[src/rtl/redundancy_expander.sv]
// redundancy_expander: rebuilds a full lowered LIFM column from one dense
// column and its mapping-table (MT) column, LANES output positions per cycle.
// Output word j takes the dense word at the lowest set bit of MT entry j, or
// zero when the entry is empty.
// Optional build macro: REDUNDANCY_EXPANDER_ONEHOT_CHECK_EN enables the
// multi-bit MT entry check driving mt_err; without it mt_err is tied to 0.
//
// Handshakes: a column transfers on the input side at a posedge where
// enable_in=1 and in_ready=1; the output column transfers at a posedge where
// valid=1 and out_ready=1. valid and lifm_column/mt_err stay stable until that
// transfer. in_ready and valid are never high together, so accept and release
// cannot coincide.
module redundancy_expander #(
  parameter int WORD_WIDTH = 8,
  parameter int STEP_RANGE = 16,
  parameter int LANES      = 4
) (
  input  logic                             clk,
  input  logic                             reset_n,
  input  logic                             enable_in,
  output logic                             in_ready,
  input  logic [WORD_WIDTH*STEP_RANGE-1:0] dlifm_column,
  input  logic [STEP_RANGE*STEP_RANGE-1:0] mt_column,
  output logic                             valid,
  input  logic                             out_ready,
  output logic [WORD_WIDTH*STEP_RANGE-1:0] lifm_column,
  output logic                             mt_err,
  output logic [1:0]                       state_dbg
);

  localparam int N  = STEP_RANGE / LANES;
  localparam int CW = $clog2(N + 1);
  localparam int PW = $clog2(STEP_RANGE);

  typedef enum logic [1:0] {
    IDLE   = 2'd0,
    EXPAND = 2'd1,
    OUTPUT = 2'd2
  } state_t;

  state_t                  state_q, state_d;
  logic [CW-1:0]           lane_cnt_q;
  logic [WORD_WIDTH-1:0]   dense_q [STEP_RANGE];
  logic [STEP_RANGE-1:0]   mt_q    [STEP_RANGE];
  logic [WORD_WIDTH-1:0]   out_buf [STEP_RANGE];
  logic [PW-1:0]           lane_idx   [LANES];
  logic [STEP_RANGE-1:0]   lane_entry [LANES];
  logic [WORD_WIDTH-1:0]   lane_word  [LANES];
  logic                    last_lane;

  assign last_lane = (lane_cnt_q == CW'(N - 1));
  assign in_ready  = (state_q == IDLE);
  assign valid     = (state_q == OUTPUT);
  assign state_dbg = state_q;

  // State register; reset overrides everything, discarding any in-flight column.
  always_ff @(posedge clk) begin
    if (reset_n) state_q <= IDLE;
    else         state_q <= state_d;
  end

  // Next-state logic for accept -> expand -> hold-until-taken.
  always_comb begin
    state_d = state_q;
    case (state_q)
      IDLE:    if (enable_in) state_d = EXPAND;
      EXPAND:  if (last_lane) state_d = OUTPUT;
      OUTPUT:  if (out_ready) state_d = IDLE;
      default: state_d = IDLE;
    endcase
  end

  // Per-lane selection: lowest set bit of the MT entry picks the dense word.
  always_comb begin
    for (int k = 0; k < LANES; k++) begin
      lane_idx[k]   = PW'(int'(lane_cnt_q) * LANES + k);
      lane_entry[k] = mt_q[lane_idx[k]];
      lane_word[k]  = '0;
      // Scan high to low so the lowest set bit is the last (winning) assignment.
      for (int i = STEP_RANGE - 1; i >= 0; i--) begin
        if (lane_entry[k][i]) lane_word[k] = dense_q[i];
      end
    end
  end

  // Column capture, lane counter and slice-wise write of the output buffer.
  always_ff @(posedge clk) begin
    if (reset_n) begin
      lane_cnt_q <= '0;
      for (int i = 0; i < STEP_RANGE; i++) begin
        dense_q[i] <= '0;
        mt_q[i]    <= '0;
        out_buf[i] <= '0;
      end
    end else begin
      case (state_q)
        IDLE: begin
          if (enable_in) begin
            lane_cnt_q <= '0;
            for (int i = 0; i < STEP_RANGE; i++) begin
              dense_q[i] <= dlifm_column[i*WORD_WIDTH +: WORD_WIDTH];
              mt_q[i]    <= mt_column[i*STEP_RANGE +: STEP_RANGE];
            end
          end
        end
        EXPAND: begin
          lane_cnt_q <= lane_cnt_q + CW'(1);
          for (int k = 0; k < LANES; k++) begin
            out_buf[lane_idx[k]] <= lane_word[k];
          end
        end
        default: ;
      endcase
    end
  end

  // Flatten the output buffer onto the packed column port.
  for (genvar g = 0; g < STEP_RANGE; g++) begin : g_pack
    assign lifm_column[g*WORD_WIDTH +: WORD_WIDTH] = out_buf[g];
  end

`ifdef REDUNDANCY_EXPANDER_ONEHOT_CHECK_EN
  logic lane_err;
  logic mt_err_q;

  // An entry with more than one bit set has a nonzero value after clearing its lowest bit.
  always_comb begin
    lane_err = 1'b0;
    for (int k = 0; k < LANES; k++) begin
      if ((lane_entry[k] & (lane_entry[k] - STEP_RANGE'(1))) != '0) lane_err = 1'b1;
    end
  end

  // Sticky error flag for the column being expanded; cleared on each accept.
  always_ff @(posedge clk) begin
    if (reset_n)                            mt_err_q <= 1'b0;
    else if (state_q == IDLE && enable_in)  mt_err_q <= 1'b0;
    else if (state_q == EXPAND && lane_err) mt_err_q <= 1'b1;
  end

  assign mt_err = mt_err_q;
`else
  assign mt_err = 1'b0;
`endif

endmodule

[config.mk]
export PLATFORM = sky130hd
export DESIGN_NAME = redundancy_expander
export DESIGN_NICKNAME = d
export VERILOG_FILES = /design/src/rtl/redundancy_expander.sv
export SDC_FILE = /design/constraint.sdc
export NUM_CORES = 1
export LEC_CHECK = 0
export CORE_ASPECT_RATIO = 1.25
export CORE_MARGIN = 1
export CORE_UTILIZATION = 53
export CTS_CLUSTER_DIAMETER = 30
export DETAILED_ROUTE_END_ITERATION = 8
export PLACE_DENSITY_LB_ADDON = 0.1
export SKIP_CTS_REPAIR_TIMING = 1
export SLEW_MARGIN = 20
export SYNTH_ARGS = -nofsm -noshare
export SYNTH_HDL_FRONTEND = slang
export SYNTH_SLANG_ARGS = --single-unit
[constraint.sdc]
create_clock -name clk -period 17.5 [get_ports clk]
set_input_delay 3.5 -clock clk [delete_from_list [all_inputs] [get_ports clk]]
set_output_delay 3.5 -clock clk [all_outputs]
set_load 0.01 [all_outputs]
==> metrics.md <==
| Metric | Value |
|---|---|
| Area leader, netlist | `edfxtp_1` |
| Routed vias/inst | `approximately 6.6` |
| Tot GR Track Use | `0.387` |
| Final wirelength | `approximately 110,000 um` |
| Core Util, Final | `0.694` |
| Sequential group share of total power | `0.390` |
| Count of final setup violators | `0` |
| CTS tree | `built` |
| Worst VDD drop | `about 0.082 mV` |
| Die width | `approximately 210 um` |
| Vias in the first global route | `about 23,000` |
| Final Hold Vio Count | `0` |
| Cell Area, Synth | `28,200 um2` |
| Cells after Synth | `between 2,000 and 2,500` |
| Share of power burned in combinational logic | `0.188` |
| Clock power share | `0.422` |
| Max-slew violations | `0` |
| Worst endpoint required time | `17.74 ns` |
| Initial Util | `0.536` |
| Syn nets | `between 2,000 and 3,000` |
| Fin crit share | `0.396` |
| Die ar. | `between 50,000 and 60,000 um2` |
| Final Instance Area | `about 37,000 um2` |
| Slew HR | `0.143` |
| Psw | `~1.2 mW` |
| Core area | `52,600 um2` |
| Flops & latches, synth | `between 500 and 600` |
| Clock Latency Late Sink | `~0.65 ns` |
| Post-DP HPWL | `77,300 um` |
| Initial DRC Count | `approximately 2,900` |
| Busiest grt layer | `met2` |
| Worst setup margin | `between 10 and 15 ns` |
| GRT met2 Usage | `0.647` |
| # H-tree levels | `3` |
| Clk pin slew, worst setup/hold paths | `roughly 0.060 ns` |
| Area grow syn2layout | `29.5%` |
| Grt met3 use | `0.0755` |
| Sw Share | `0.290` |
| Maximum clock frequency | `approximately 0.14 GHz` |
| Gp weighted congestion | `about 1.0` |
| Pre-CTS setup slack | `10.02 ns` |
| Antenna violations before repair | `5` |
| Main synth FF type | `edfxtp_1` |
| Die Y | `260 um` |
| Mean post-synth cell area | `approximately 12 um2` |
| Row count | `94` |
| Crit Path Category | `input pin to register` |
| Register area share after synthesis | `0.550` |
| Placed cell areas | `~34,000 um2` |
| Setup TNS | `0 ns` |
| First-pass detailed-route iteration total | `6` |
| CP max stage cell | `buf_4` |
| Drc violations | `0` |
| LEAKAGE | `approximately 13 nW` |
| Fraction of layout cells with a size suffix above 1 | `0.116` |
| Via count | `about 24,000` |
| Worst hold margin | `approximately 0.54 ns` |
| Top cells by area, synth | `edfxtp_1 (55%), and2_1 (5.8%), nor2b_1 (4.2%), mux4_2 (3.8%), o22ai_1 (3.1%)` |
| CTS Root Cell | `clkbuf_16` |
| Clock sink count | `~520` |
| Worst min-delay path class | `register to register` |
| Post-DR wirelength/cell | `between 20 and 30 um` |
| Share of flip-flops with an asynchronous set or reset | `0` |
| Critical path capture point type | `register` |
| Crit path cell chain | `clkdlybuf4s50_1 -> nand2_1 -> nand2b_4 -> buf_12 -> buf_4 -> buf_4` |
| First-pass GRT wire length | `roughly 150,000 um` |
| Largest net degree at the start of global routing | `217` |
| Io pins | `between 500 and 600` |
| CP max FO | `roughly 220` |
| Post-synth EDFFs | `512` |
| CTS buffer count | `around 80` |
| Yosys cell types | `a little under 60` |
| GR Util met1 | `0.460` |
| Post-Route Skew | `0.0556 ns` |
| Pwr dens | `109 nW/um2` |
| Tightest Pin Transition | `roughly 1.2 ns` |
| Synth Warn # | `0` |
| Routed Antenna Nets | `0` |
| Data arrival time of the critical path | `7.17 ns` |
| Internal Power | `2.82 mW` |
| Layout Nets | `between 3,000 and 4,000` |
| CP Launch Type | `input pin` |
| Crit-path most repeated cell | `buf_4` |
| Max-cap violations | `0` |
| RSZ-0062 raised after global routing | `false` |
| Fin crit period | `6.93 ns` |
| Status | `complete, no violations` |
| Top cell type's share of synthesized area | `0.545` |
| GRT Residual Overflow | `0` |
| PortBufs | `approximately 520` |
| CP max stage delay | `approximately 0.97 ns` |
| Clk buf depth | `3` |
## layout by cell type (no fill, tap or decap), types with 25 or more instances in the layout
| master | instances |
|---|---|
| clkdlybuf4s50_1 | 518 |
| edfxtp_1 | 512 |
| and2_1 | 256 |
| nor2b_1 | 188 |
| nor2_1 | 181 |
| o22ai_1 | 140 |
| a21oi_1 | 114 |
| nand3_1 | 112 |
| nand2b_1 | 85 |
| clkbuf_16 | 80 |
| nand2_1 | 68 |
| a22oi_1 | 65 |
| mux4_2 | 48 |
| a211oi_1 | 33 |
| a221oi_1 | 32 |
| o31a_1 | 32 |
| a211oi_2 | 29 |
| or2_2 | 28 |
| a22o_1 | 28 |
| mux2i_1 | 26 |
| or3_1 | 25 |
## routing by layer
metal,wire (um),vias to the layer above
met1,37200,11400
met3,10700,401
li1,-,10100
met4,7590,2
met2,51200,1840
met5,13,-
## state kept, by name (all words and copies together), names as in the netlist, named ones only
register,cells
state_dbg,2
mt_q,256
lane_cnt_q,3
dense_q,128
out_buf,128
## logic make-up (layout without fill, tap and decap cells)
group,Yosys count,count (layout),share of synthesized area
and+or+nand+nor,1026,1026,0.202
AOI/OAI and AO/OA,572,572,0.150
DFF,519,519,0.550
buffers and inverters,181,701,0.0319
muxes,110,110,0.0635
adders and majority gates,5,5,0.00222
other,1,5,0.000133
## path summary, 6_finish.rpt
path / from / to / slack [ns] / cells past startpoint
min: lane_cnt_q[2]$_SDFFE_PP0P_ / lane_cnt_q[2]$_SDFFE_PP0P_ / 0.54 / 2
max: enable_in / dense_q[1][34]$_SDFFCE_PP0P_ / 10.57 / 6
max reg2reg: lane_cnt_q[1]$_SDFFE_PP0P_ / out_buf[2][2]$_SDFFCE_PN0P_ / 12.49 / 7
min reg2reg: lane_cnt_q[2]$_SDFFE_PP0P_ / lane_cnt_q[2]$_SDFFE_PP0P_ / 0.54 / 2
## power by group through the flow
| stage | sequential [mW] | combinational (mW) | clock, mW |
|---|---|---|---|
| after floorplan | 1.55 | 0.413 | 0 |
| after global routing | 1.55 | 0.777 | 1.73 |
| after detailed placement | 1.57 | 0.721 | 0 |
| after CTS | 1.55 | 0.728 | 1.68 |
| final | 1.55 | 0.747 | 1.68 |
| after global placement | 1.56 | 0.711 | 0 |
## cells in the mapped netlist (all sizes together), types with 20 or more instances
master and instances:
o41ai 32, edfxtp 512, mux4 48, nand2 68, nor3 29, a22oi 65, clkbuf 111, a211oi 62
nand2b 86, nor2b 188, o22ai 140, nand3 112, nor2 185, nand4 21, buf 48, a221oi 35
inv 22, and2 260, mux2 20, mux2i 42, o21ai 34, a22o 28, or2 32, or3 25
o31a 32, a21oi 114
## per-stage QoR
step                      power (mW)  instances
after global placement          2.27       3464
after CTS                       3.96       3606
final                           3.97       3610
after global routing            4.06       3608
after floorplan                 1.97       2414
after detailed placement        2.29       3464
## layout make-up
type / count / area [um2]
antenna: 4 / 10.0
clock buffer: 87 / 2030
clock inverter: 55 / 827
fill: 3425 / 16100
inverter: 22 / 82.6
multi-input combinational: 1714 / 11900
sequential: 519 / 15500
tap: 672 / 841
timing repair buffer: 537 / 5340
## worst max-delay path, delay by kind of cell
family                 cells  cell delay, ns
buffers and inverters      4            3.10
AND/OR/NAND/NOR            2            0.30
(Power assumes the default switching activity.)
